File: config.mk
export PLATFORM = sky130hd
export DESIGN_NAME = psum_accum
export DESIGN_NICKNAME = d
export VERILOG_FILES = /design/src/rtl/psum_pkg.sv /design/src/rtl/add.sv /design/src/rtl/psum_fifo.sv /design/src/rtl/psum_accum.sv
export SDC_FILE = /design/constraint.sdc
export NUM_CORES = 1
export LEC_CHECK = 0
export CORE_ASPECT_RATIO = 0.7
export CORE_MARGIN = 10
export CORE_UTILIZATION = 50
export CTS_CLUSTER_SIZE = 10
export DETAILED_ROUTE_END_ITERATION = 10
export GPL_TIMING_DRIVEN = 0
export HOLD_SLACK_MARGIN = 0.05
export PLACE_DENSITY = 0.67
export SLEW_MARGIN = 20
export SYNTH_ARGS = -nofsm -noshare
export SYNTH_HDL_FRONTEND = slang
export SYNTH_SLANG_ARGS = --single-unit
File: constraint.sdc
create_clock -name aclk -period 20.4 [get_ports aclk]
set_input_delay 4.08 -clock aclk [delete_from_list [all_inputs] [get_ports aclk]]
set_output_delay 4.08 -clock aclk [all_outputs]
set_load 0.02 [all_outputs]
File: src/rtl/psum_pkg.sv
// Shared types and constants for the partial-sum accumulator.
// Imported by the accumulator top and its FIFO.
package psum_pkg;

  typedef enum logic [2:0] {
    IDLE,
    ACC,
    WAIT,
    BIAS,
    BWAIT,
    OUT
  } psum_state_t;

  localparam logic [31:0] FP32_ZERO = 32'h0000_0000;
  localparam int          FP32_SIGN = 31;

endpackage

File: src/rtl/add.sv
// FP32 AXI-Stream adder core: fixed-latency pipeline, round-to-nearest-even,
// denormals flushed to zero, NaN/Inf propagated. LATENCY must be at least 2.
module add #(
  parameter int LATENCY = 3
) (
  input  logic        aclk,
  input  logic        aresetn,
  input  logic        s_axis_a_tvalid,
  output logic        s_axis_a_tready,
  input  logic [31:0] s_axis_a_tdata,
  input  logic        s_axis_b_tvalid,
  output logic        s_axis_b_tready,
  input  logic [31:0] s_axis_b_tdata,
  output logic        m_axis_result_tvalid,
  input  logic        m_axis_result_tready,
  output logic [31:0] m_axis_result_tdata
);

  function automatic logic [31:0] fp32_add(input logic [31:0] a, input logic [31:0] b);
    logic [31:0]       x, y;
    logic [7:0]        ex, ey, d;
    logic [26:0]       mx, my, shifted, norm;
    logic [27:0]       sum;
    logic              sticky;
    int                lz;
    logic signed [9:0] e;
    logic [24:0]       rnd;
    if ((a[30:23] == 8'hFF && a[22:0] != 23'd0) || (b[30:23] == 8'hFF && b[22:0] != 23'd0))
      return 32'h7FC0_0000;
    if (a[30:23] == 8'hFF && b[30:23] == 8'hFF)
      return (a[31] == b[31]) ? a : 32'h7FC0_0000;
    if (a[30:23] == 8'hFF) return a;
    if (b[30:23] == 8'hFF) return b;
    // x always carries the larger magnitude, so it also sets the result sign
    if (a[30:0] >= b[30:0]) begin
      x = a;
      y = b;
    end else begin
      x = b;
      y = a;
    end
    ex = x[30:23];
    ey = y[30:23];
    if (ex == 8'd0) return 32'h0000_0000;
    mx = {1'b1, x[22:0], 3'b000};
    my = (ey == 8'd0) ? 27'd0 : {1'b1, y[22:0], 3'b000};
    d  = ex - ey;
    if (d >= 8'd27) begin
      shifted = 27'd0;
      sticky  = |my;
    end else begin
      shifted = my >> d;
      sticky  = |(my & ((27'd1 << d) - 27'd1));
    end
    shifted[0] = shifted[0] | sticky;
    if (x[31] == y[31]) sum = {1'b0, mx} + {1'b0, shifted};
    else                sum = {1'b0, mx} - {1'b0, shifted};
    if (sum == 28'd0) return 32'h0000_0000;
    e = {2'b00, ex};
    if (sum[27]) begin
      norm    = sum[27:1];
      norm[0] = norm[0] | sum[0];
      e       = e + 10'sd1;
    end else begin
      lz = 0;
      for (int i = 0; i < 27; i++) if (sum[i]) lz = 26 - i;
      norm = sum[26:0] << lz;
      e    = e - 10'(lz);
    end
    rnd = {1'b0, norm[26:3]} + 25'(norm[2] & (norm[1] | norm[0] | norm[3]));
    if (rnd[24]) begin
      rnd = rnd >> 1;
      e   = e + 10'sd1;
    end
    if (e >= 10'sd255) return {x[31], 8'hFF, 23'd0};
    if (e <= 10'sd0)   return 32'h0000_0000;
    return {x[31], e[7:0], rnd[22:0]};
  endfunction

  logic [LATENCY-1:0] vld_pipe;
  logic [31:0]        data_pipe [LATENCY];
  logic               advance;
  logic               fire;

  assign advance         = m_axis_result_tready || !vld_pipe[LATENCY-1];
  assign s_axis_a_tready = advance;
  assign s_axis_b_tready = advance;
  assign fire            = s_axis_a_tvalid && s_axis_b_tvalid && advance;

  always_ff @(posedge aclk or negedge aresetn) begin
    if (!aresetn) vld_pipe <= '0;
    else if (advance) vld_pipe <= {vld_pipe[LATENCY-2:0], fire};
  end

  always_ff @(posedge aclk) begin
    if (advance) begin
      data_pipe[0] <= fp32_add(s_axis_a_tdata, s_axis_b_tdata);
      for (int i = 1; i < LATENCY; i++) data_pipe[i] <= data_pipe[i-1];
    end
  end

  assign m_axis_result_tvalid = vld_pipe[LATENCY-1];
  assign m_axis_result_tdata  = data_pipe[LATENCY-1];

endmodule

File: src/rtl/psum_fifo.sv
// Synchronous input FIFO with full/empty and a registered almost-full flag.
// A pop in the same cycle as a write while full makes room for that write.
module psum_fifo #(
  parameter int DEPTH  = 16,
  parameter int MARGIN = 4,
  parameter int WIDTH  = 32
) (
  input  logic             aclk,
  input  logic             rst_n,
  input  logic             wr_en,
  input  logic [WIDTH-1:0] wr_data,
  input  logic             rd_en,
  output logic [WIDTH-1:0] rd_data,
  output logic             full,
  output logic             empty,
  output logic             afull
);

  localparam int AW = $clog2(DEPTH);
  localparam logic [AW:0] FULL_LEVEL  = (AW+1)'(DEPTH);
  localparam logic [AW:0] AFULL_LEVEL = (AW+1)'(DEPTH - MARGIN);

  logic [WIDTH-1:0] mem [DEPTH];
  logic [AW:0]      wr_ptr, rd_ptr, count;
  logic             do_rd, do_wr;

  // The extra pointer MSB distinguishes full from empty when the indices match
  assign count   = wr_ptr - rd_ptr;
  assign empty   = (count == '0);
  assign full    = (count == FULL_LEVEL);
  assign do_rd   = rd_en && !empty;
  assign do_wr   = wr_en && (!full || do_rd);
  assign rd_data = mem[rd_ptr[AW-1:0]];

  always_ff @(posedge aclk or negedge rst_n) begin
    if (!rst_n) begin
      wr_ptr <= '0;
      rd_ptr <= '0;
      afull  <= 1'b0;
    end else begin
      if (do_wr) wr_ptr <= wr_ptr + 1'b1;
      if (do_rd) rd_ptr <= rd_ptr + 1'b1;
      afull <= (count >= AFULL_LEVEL);
    end
  end

  always_ff @(posedge aclk) begin
    if (do_wr) mem[wr_ptr[AW-1:0]] <= wr_data;
  end

endmodule

File: src/rtl/psum_accum.sv
// Reduces groups of NUM_TERMS FP32 partial sums, adds a per-group bias and
// optional ReLU, and presents each result on a ready/valid output.
module psum_accum
  import psum_pkg::*;
#(
  parameter int NUM_TERMS    = 11,
  parameter int FIFO_DEPTH   = 16,
  parameter int AFULL_MARGIN = 4
) (
  input  logic        aclk,
  input  logic        rst_n,
  input  logic        in_vld,
  input  logic [31:0] in_data,
  output logic        in_afull,
  input  logic [31:0] bias,
  input  logic        relu_en,
  output logic        out_vld,
  input  logic        out_rdy,
  output logic [31:0] out_data,
  output logic        ovf_err
);

  localparam int CW = $clog2(NUM_TERMS + 1);
  localparam logic [CW-1:0] CNT_LAST = CW'(NUM_TERMS);

  psum_state_t   state, state_next;
  logic [31:0]   acc, bias_r;
  logic          relu_r;
  logic [CW-1:0] cnt, cnt_inc;

  logic          fifo_pop, fifo_full, fifo_empty, fifo_drop;
  logic [31:0]   fifo_head;

  logic          add_a_vld, add_b_vld, add_a_rdy, add_b_rdy, res_vld;
  logic [31:0]   add_a, add_b, res_data;

  logic          load_first, acc_wr, out_load, out_clear;

  assign cnt_inc   = cnt + 1'b1;
  assign fifo_drop = in_vld && fifo_full && !fifo_pop;

  psum_fifo #(
    .DEPTH (FIFO_DEPTH),
    .MARGIN(AFULL_MARGIN),
    .WIDTH (32)
  ) u_fifo (
    .aclk   (aclk),
    .rst_n  (rst_n),
    .wr_en  (in_vld),
    .wr_data(in_data),
    .rd_en  (fifo_pop),
    .rd_data(fifo_head),
    .full   (fifo_full),
    .empty  (fifo_empty),
    .afull  (in_afull)
  );

  add u_add (
    .aclk                (aclk),
    .aresetn             (rst_n),
    .s_axis_a_tvalid     (add_a_vld),
    .s_axis_a_tready     (add_a_rdy),
    .s_axis_a_tdata      (add_a),
    .s_axis_b_tvalid     (add_b_vld),
    .s_axis_b_tready     (add_b_rdy),
    .s_axis_b_tdata      (add_b),
    .m_axis_result_tvalid(res_vld),
    .m_axis_result_tready(1'b1),
    .m_axis_result_tdata (res_data)
  );

  always_ff @(posedge aclk or negedge rst_n) begin
    if (!rst_n) state <= IDLE;
    else        state <= state_next;
  end

  // Only one add is ever in flight: every issue state is followed by a wait state
  always_comb begin
    state_next = state;
    fifo_pop   = 1'b0;
    load_first = 1'b0;
    acc_wr     = 1'b0;
    out_load   = 1'b0;
    out_clear  = 1'b0;
    add_a_vld  = 1'b0;
    add_b_vld  = 1'b0;
    add_a      = acc;
    add_b      = fifo_head;
    case (state)
      IDLE: begin
        if (!fifo_empty) begin
          fifo_pop   = 1'b1;
          load_first = 1'b1;
          state_next = (NUM_TERMS > 1) ? ACC : BIAS;
        end
      end
      ACC: begin
        add_a_vld = !fifo_empty;
        add_b_vld = !fifo_empty;
        if (!fifo_empty && add_a_rdy && add_b_rdy) begin
          fifo_pop   = 1'b1;
          state_next = WAIT;
        end
      end
      WAIT: begin
        if (res_vld) begin
          acc_wr     = 1'b1;
          state_next = (cnt_inc == CNT_LAST) ? BIAS : ACC;
        end
      end
      BIAS: begin
        add_b     = bias_r;
        add_a_vld = 1'b1;
        add_b_vld = 1'b1;
        if (add_a_rdy && add_b_rdy) state_next = BWAIT;
      end
      BWAIT: begin
        if (res_vld) begin
          out_load   = 1'b1;
          state_next = OUT;
        end
      end
      OUT: begin
        if (out_rdy) begin
          out_clear  = 1'b1;
          state_next = IDLE;
        end
      end
      default: state_next = IDLE;
    endcase
  end

  always_ff @(posedge aclk or negedge rst_n) begin
    if (!rst_n) begin
      acc      <= FP32_ZERO;
      cnt      <= '0;
      bias_r   <= FP32_ZERO;
      relu_r   <= 1'b0;
      out_vld  <= 1'b0;
      out_data <= FP32_ZERO;
      ovf_err  <= 1'b0;
    end else begin
      if (load_first) begin
        acc    <= fifo_head;
        cnt    <= CW'(1);
        bias_r <= bias;
        relu_r <= relu_en;
      end
      if (acc_wr) begin
        acc <= res_data;
        cnt <= cnt_inc;
      end
      // ReLU keys on the sign bit alone, so -0.0 also becomes +0.0
      if (out_load) begin
        out_vld  <= 1'b1;
        out_data <= (relu_r && res_data[FP32_SIGN]) ? FP32_ZERO : res_data;
      end
      if (out_clear) out_vld <= 1'b0;
      if (fifo_drop) ovf_err <= 1'b1;
    end
  end

endmodule

**Word level (Yosys, flattened, before mapping)**

Memory sizes are Yosys's and may differ from the RTL's.
Cells that the tools add are included.

- Bits in registers: 120
- RAM bits: 608
- Output and inout bits: 35
- Logic and storage cells: 252
- Memories kept: 2

Memories:

| memory | words | width | read ports | clocked after Yosys merged registers in | wr ports | RTL line | RTL |
|---|---|---|---|---|---|---|---|
| u_fifo.mem | 16 | 32 | 1 | 0 | 1 | psum_fifo.sv:23 | `logic [WIDTH-1:0] mem [DEPTH];` |
| u_add.data_pipe | 3 | 32 | 3 | 0 | 3 | add.sv:81 | `logic [31:0] data_pipe [LATENCY];` |

- Add/sub/neg operators: 12
- Magnitude comparators: 5
- Eq/ne operators: 16
- Shifts and indexed selects: 3
- Mux-type cells: 170
- Bitwise operators: 6
- Reductions and logical operators: 26

Operator list:

| cell | number |
|---|---|
| 32-bit 2-to-1 mux | 44 |
| 27-bit 2-to-1 mux | 14 |
| 28-bit 2-to-1 mux | 6 |
| 10-bit 2-to-1 mux | 14 |
| 5-bit 2-to-1 mux | 27 |
| 1-bit 2-to-1 mux | 54 |
| 27-bit OR reduction | 2 |
| 23-bit nonzero test | 2 |
| 27-bit by 32-bit << shifter with 27-bit output | 1 |
| 31-bit >= comparator | 1 |
| 27-bit by 27-bit adder with 28-bit output | 1 |
| 28-bit zero test | 1 |
| 27-bit by 27-bit subtractor with 28-bit output | 1 |
| 27-bit AND | 1 |
| 1-bit by 8-bit << shifter with 27-bit output, first input constant | 1 |
| 27-bit by 8-bit >> shifter with 27-bit output | 1 |
| 27-bit by 1-bit subtractor with 27-bit output, second input constant | 1 |
| 24-bit by 25-bit adder with 25-bit output | 1 |
| 1-bit by 25-bit AND with 25-bit output | 1 |
| 25-bit by 1-bit OR with 25-bit output | 1 |
| 23-bit 2-to-1 mux | 1 |
| 3-bit case mux with 6 select lines | 1 |
| 8-bit equality test, second input constant | 2 |
| 8-bit zero test | 2 |
| 32 further kinds | 57 |

**Logic depth before layout (Yosys ltp)**

Gate-level depths: netlist of run 1.

- Depth in word-level cells: 111
- Depth in mapped cells: 78
- Depth with buffers taken out: 64

**Modules after synthesis**

A second synthesis of run 1 with hierarchy kept.

- Cells, all modules: 3,613
- Area, all modules: 41,468.5 um2

By module, submodules not included:

| module | instances | cells an instance | area an instance (um2) |
|---|---|---|---|
| psum_fifo | 1 | 982 | 20,308.2 |
| add | 1 | 2,186 | 16,280.6 |
| psum_accum | 1 | 445 | 4,879.7 |

**Worst setup path after synthesis of run 1**

No wires, ideal clock.

- Path type: reg2reg
- From: reg u_fifo.rd_ptr[1]
- To: mem u_add.data_pipe[0][11]
- Library setup time: 0.075 ns
- Arrival: 14.093 ns
- Required time: 20.325 ns
- Slack: 6.231 ns
- Stages on the path, launching flop included: 66
- Path buffers: 13
- Period minus slack after synthesis: 14.169 ns
- Path through: dfrtp_1 > buf_2 > buf_4 > buf_2 > clkbuf_1 > buf_2 > mux4_2 > a22oi_1 > a21oi_1 > a21oi_1 > ha_1 > a21oi_1 > o21ai_1 > a221o_1 > o21a_1 > nor2_1 > clkbuf_1 > a21o_1 > [30 not listed] > inv_2 > buf_6 > ha_1 > fa_1 > xnor2_1 > nor2_1 > a21oi_1 > nand2_1 > nor4_1 > nand3_1 > nor2_1 > nand3_1 > o31ai_1 > nand2_1 > a31oi_4 > nand3_2 > buf_6 > nor3_2

RTL lines:

| what | RTL line | RTL |
|---|---|---|
| from (decl) | psum_fifo.sv:24 | `logic [AW:0] wr_ptr, rd_ptr, count;` |
| from (signal assigned) | psum_fifo.sv:42 | `if (do_rd) rd_ptr <= rd_ptr + 1'b1;` |
| to (decl) | add.sv:81 |  |

==> results.md, run 1 <==
* Status: completed
* Final Cycle Share at a little over nine tenths
* Initial antenna violation count at 4
* Final Hold Vio Count at 0
* Final Setup Violations at 0
* Crit path capture type: flop
* Clk_skew at 39.75 ps
* Slew headroom at a little under a quarter
* Finished Layout Cells at 4938
* Io pins at around 100
* Antenna Nets Post-Route at 0
* Cells after synthesis at around 3600
* Initial core utilization at 50.81%
* Die H at roughly 250 µm
* Via/cell ratio at about 6.6
* Final #Nets at 4005
* Area grow syn2layout at 15.14%
* Share of cells above drive strength 1 at a little under an eighth
* Async SR Flop Fraction at about 16%
* Final wirelength at between 100000 and 150000 µm
* Synth warn at 0
* Root Buffer: clkbuf_16
* GPL Wtd Cong at 1.023
* Area share of and/or/nand/nor cells after synthesis at ~14%
* Post-Synth Adder-Cell Area at approximately 3.3%
* Clk buf depth at 3
* Critical path data arrival time at approximately 20000 ps
* Minimum clock period at around 20000 ps
* Skew-Pair Late Insertion Delay at ~660 ps
* Synth unique cells at around 120
* Compound-Gate Fraction of Synth Area at between 15 and 20%
* Commonest non-fill, non-tap cell in the layout: edfxtp_1
* Post-synthesis mux area share at around 10%
* First-pass GRT wire length at between 200000 and 250000 µm
* Fin util at between 50% and 60%
* GRT overflow at 0
* Synth Flop Type: edfxtp_1
* Most frequent cells in the layout: edfxtp_1 (512), nand2_1 (484), nor2_1 (234), o21ai_0 (215), mux2i_1 (205)
* Via count at roughly 33000
* Row Count at between 80 and 90
* Maximum fanout along the worst path at 10
* #FFs+latches synth at about 730
* Largest family of logic cells by synthesized area: compound AO/OA/AOI/OAI gates
* Worst Path Required at roughly 21000 ps
* Hold Path Class: reg2reg
* Die Width at approximately 360 µm
* Crit path kind: reg2reg
* Critical Path Max Stage Delay at about 580 ps
* RSZ-0062 raised after global routing: false
* Syn_area_per_cell at between 10 and 15 µm²
* Core Region at roughly 77000 µm²
* Max-slew violations at 0
* Slew @ Worst Pin at around 1100 ps
* Critical path's most frequent cell: a21oi_1
* Vias in the first global route at around 30000
* H-tree depth at 3
* DR pass1 iterations at 6
* Startpoint types: flop
* Largest net degree at the start of global routing at 68
* DR WL/cell at just under 30 µm
* Reg clk slew, reported paths at about 60 ps
* Detailed Place HPWL at 108400 µm
* I/O Buffers at about 100
* Total die area at 90470 µm²
* Sequential element share of the synthesized area at 51.60%
* GRT Util Overall at between 30% and 40%
* Drt drc at 0
* Sink Count at ~730
* Mapped Area at about 39000 µm²
* Placed cells at approximately 4800
* EDFF count, synth at around 500
* CTS Buf Count at 84
* DRT iter0 DRCs at approximately 5200
* Max Fclk at approximately 50 MHz
* Post-synthesis xor/xnor area fraction at under 10%
* CTS tree: yes
* CTS Hold Bufs at 0
* Mapped Nets at approximately 3800
* Crit path max-delay cell type: a21oi_1
* Max-Cap Viols at 0
[critical path, delay by kind of cell, from the launching register on]
| kind | cells | cell delay, ps |
|---|---|---|
| buffers and inverters | 16 | 5340 |
| flip-flops | 1 | 350 |
| multiplexers | 1 | 390 |
| adder cells (fa/ha/maj) | 4 | 1370 |
| AO/OA/AOI/OAI | 26 | 8110 |
| AND/OR/NAND/NOR | 20 | 3940 |
[cells in the mapped netlist (33+ instances only)]
master | instances | area (µm²)
o21ai_0 | 215 | 1076
mux2_2 | 38 | 427.9
edfxtp_1 | 512 | 15370
mux4_2 | 67 | 1509
a21oi_1 | 164 | 820.8
nor2_1 | 247 | 927.1
or3_1 | 33 | 206.5
inv_1 | 81 | 304.0
mux2i_1 | 207 | 2072
buf_2 | 38 | 190.2
ha_1 | 100 | 1251
nand4_1 | 45 | 281.5
dfrtp_1 | 120 | 3003
dfxtp_1 | 96 | 1922
o211ai_1 | 37 | 277.8
a31oi_1 | 39 | 244.0
xnor2_1 | 51 | 446.7
clkbuf_1 | 125 | 469.2
nand3_1 | 72 | 360.4
a211oi_1 | 40 | 300.3
nand2_1 | 484 | 1817
a221oi_1 | 51 | 446.7
nor3_1 | 83 | 415.4
a22oi_1 | 42 | 315.3
[cell families after synthesis]
kind of cell / count (synthesis)
fa+ha+maj: 102
mux: 315
flops: 728
buf+inv: 308
xor+xnor: 72
simple gates: 1170
compound gates: 898
[state kept, by name, indices dropped and copies added (netlist names)]
register and flops:
acc 32, bias_r 32, cnt 4, out_data 32, out_vld 1, ovf_err 1
relu_r 1, state 3, u_add.data_pipe 96, u_add.vld_pipe 3, u_fifo.afull 1, u_fifo.mem 512
u_fifo.rd_ptr 5, u_fifo.wr_ptr 5
[layer usage]
metal	vias up	routed length [µm]	part of all wire, %	track usage, %
li1	14164	-	-	-
met2	2308	52560	37	38.08
met4	4	3643	2.5	7.730
met3	227	22260	16	12.33
met1	16055	64910	45	48.18
met5	-	126	0.088	0.9179
[stage by stage]
stage	hold slack, ps	setup slack (ps)	cell area, µm²	TNS (ps)
floorplan	309.6	6231	39340	0
global placement	309.9	-794.3	41680	-14610
global route	325.2	39.42	45290	0
detailed placement	312.1	-581.1	42580	-9247
finish	320.0	655.4	45290	0
CTS	322.8	26.64	45130	0
[worst paths after layout]
kind | cells after the start | to | slack [ps] | from
setup / recovery | 67 | u_add.data_pipe[0][8]$_SDFF_PP0_ | 660 | u_fifo.rd_ptr[1]$_DFFE_PN0P_
hold / removal | 0 | u_add.data_pipe[0][78]$_DFF_P_ | 320 | u_add.data_pipe[0][46]$_DFF_P_
setup reg to reg | 67 | u_add.data_pipe[0][8]$_SDFF_PP0_ | 660 | u_fifo.rd_ptr[1]$_DFFE_PN0P_
hold reg to reg | 0 | u_add.data_pipe[0][78]$_DFF_P_ | 320 | u_add.data_pipe[0][46]$_DFF_P_
max in group asynchronous | 2 | bias_r[25]$_DFFE_PN0P_ | 16240 | rst_n
min in group asynchronous | 1 | bias_r[16]$_DFFE_PN0P_ | 3380 | rst_n
[final cells by class]
type	count	area, µm²
Clock buffer	133	2317
Buffer	220	1040
Sequential cell	728	20300
Fill cell	6536	32130
Antenna cell	2	5.005
Multi-Input combinational cell	2557	17930
Clock inverter	11	216.5
Inverter	87	329.1
Tap cell	1044	1306
Timing Repair Buffer	156	1853
[repair_timing]
action / CTS / global route
setup endpoints to repair: 29 / 32
setup buffers: 0 / 7
endpoints found under the hold margin: 0 / 0
gates resized for setup: 6 / 23
pin swaps: 0 / 2
Power of run 1 is left out: the tool's default activity adds up to more than one toggle a clock period on the data nets, which glitch-free logic cannot reach.
==> inputs of run 2 (changes only) <==
- CORE_MARGIN: 10 -> 3
==> results.md, run 2 (same netlist as run 1, synthesis figures left out) <==
* Max reg flops at ~510
* Final #Nets at approximately 4000
* Antenna Nets Post-Route at 0
* Final Setup Violations at 0
* Max-slew violations at 0
* R2R depth at 64
* Initial core utilization at between 50 and 60%
* Delay-heaviest family, CP: compound AO/OA/AOI/OAI gates
* Fin util at between 50 and 60%
* Crit path capture type: flop
* Critical path's most frequent cell: o21ai_0
* Most frequent cells in the layout: edfxtp_1 (512), nand2_1 (484), nor2_1 (234), o21ai_0 (215), mux2i_1 (205)
* RSZ-0062 raised after global routing: false
* Drt drc at 0
* Vias in the first global route at just over 30000
* FILL cells at 6538
* I/O Buffers at ~100
* DR pass1 iterations at 9
* Total die area at about 82000 µm²
* Minimum clock period at roughly 20000 ps
* Largest net degree at the start of global routing at 67
* Footprint of the multi-input gates at 17920 µm²
* First-pass GRT wire length at between 200000 and 250000 µm
* Via count at around 33000
* Slew headroom at between 10% and 20%
* Initial antenna violation count at 2
* Hold Path Class: reg2reg
* Startpoint types: flop
* H-tree depth at 3
* Max Fclk at 51.27 MHz
* Slew @ Worst Pin at ~1200 ps
* Area grow syn2layout at 14.94%
* Skew-Pair Late Insertion Delay at around 650 ps
* RR Endpoint: u_add.data_pipe[0][10]$_SDFF_PP0_
* Reg area at roughly 20000 µm²
* FF-to-FF Start: u_fifo.rd_ptr[3]$_DFFE_PN0P_
* Crit path kind: reg2reg
* Final Cycle Share at a little over nine tenths
* Reg clk slew, reported paths at ~60 ps
* Status: completed
* HP Start: u_add.data_pipe[0][46]$_DFF_P_
* Hold path endpoint: u_add.data_pipe[0][78]$_DFF_P_
* Detailed Place HPWL at roughly 110000 µm
* Crit path launch: u_fifo.rd_ptr[3]$_DFFE_PN0P_
* Commonest non-fill, non-tap cell in the layout: edfxtp_1
* Worst Path Required at between 20000 and 25000 ps
* Clk_skew at about 39 ps
* Maximum fanout along the worst path at 14
* DR WL/cell at about 30 µm
* R2r setup slk at 900 ps
* Share of cells above drive strength 1 at a little under an eighth
* Root Buffer: clkbuf_16
* Io pins at roughly 100
* Clk buf depth at 3
* CTS Buf Count at 84
* GRT overflow at 0
* Critical Path Max Stage Delay at 610 ps
* Die Width at 341.3 µm
* Hold path cells at 0
* Die H at between 200 and 250 µm
* Row Count at 85
* Final Hold Vio Count at 0
* Max-Cap Viols at 0
* Crit path max-delay cell type: clkbuf_1
* CTS tree: yes
* GRT Util Overall at about a third
* Final wirelength at 145900 µm
* Critical path data arrival time at 20010 ps
* Via/cell ratio at between 6 and 7
* Buf/Inv on CP at 16
* Core Region at a little under 80000 µm²
* DRT iter0 DRCs at about 5400
* Sink Count at approximately 730
* GPL Wtd Cong at between 1 and 1.5
## run 2: changes by cell type in the layout (fill, tap and decap cells not counted), moves of 2 or more
cell             previous run  this run
buf_6                      15        17
buf_4                      42        40
buf_12                      5         8
clkinv_2                    2         0
clkbuf_2                    7        10
clkbuf_8                    1         4
bufinv_16                   2         0
buf_1                      28        25
buf_16                     17        13
clkdlybuf4s15_1             2         0
## run 2: worst max-delay path by stage
stage	endpoint	slack (ps)	cells past startpoint
detailed placement	u_add.data_pipe[0][10]$_SDFF_PP0_	-990	66
CTS	u_add.data_pipe[0][10]$_SDFF_PP0_	90	67
finish	u_add.data_pipe[0][10]$_SDFF_PP0_	900	64
global placement	u_add.data_pipe[0][10]$_SDFF_PP0_	-1240	68
floorplan	u_add.data_pipe[0][11]$_SDFF_PP0_	6230	65
global route	u_add.data_pipe[0][10]$_SDFF_PP0_	110	64
## run 2: routing by layer
layer | track usage, % | vias to the layer above | wire length (µm)
li1 | - | 14137 | -
met1 | 55.95 | 16114 | 65810
met4 | 6.817 | 4 | 2641
met3 | 13.63 | 170 | 22420
met2 | 44.13 | 2242 | 54830
met5 | 1.914 | - | 186
## run 2: final cells by class
class                      count  share of cell area, %
sequential                   728                  44.89
clock buffer                 138                  5.233
buffer                       218                  2.269
timing repair buffer         154                  3.993
antenna                        2                0.01107
clock inverter                 8                 0.3514
multi-input combinational   2557                  39.63
inverter                      87                 0.7278
tap                         1044                  2.889
## run 2: per-stage QoR
step | worst slack, ps | hold WS [ps] | setup TNS (ps) | instance area (µm²) | instances
2_1_floorplan | 6231 | 309.6 | 0 | 39340 | 3593
3_3_place_gp | -1235 | 309.8 | -32130 | 41680 | 4740
3_5_place_dp | -992.3 | 312.1 | -24120 | 42560 | 4787
4_1_cts | 94.25 | 316.7 | 0 | 45120 | 4932
5_1_grt | 108.3 | 320.8 | 0 | 45210 | 4935
6_report | 896.4 | 316.9 | 0 | 45220 | 4936
## run 2: worst reg2reg max path, delay by kind of cell (launching register included)
family,cells,cell delay [ps]
XOR/XNOR,2,380
buffers and inverters,16,5740
flip-flops,1,330
AND/OR/NAND/NOR,19,4350
AO/OA/AOI/OAI,23,6910
adder cells (fa/ha/maj),4,1650
## run 2: timing repair
item / 4_1_cts / 5_1_grt
gates resized for setup: 12 / 20
cloned: 0 / 0
pin swaps: 0 / 2
hold endpoints to repair: 0 / 0
endpoints found under the setup margin: 32 / 32
hold buffers: 0 / 0
setup buffers: 0 / 4
Power of run 2 is left out for the same reason.
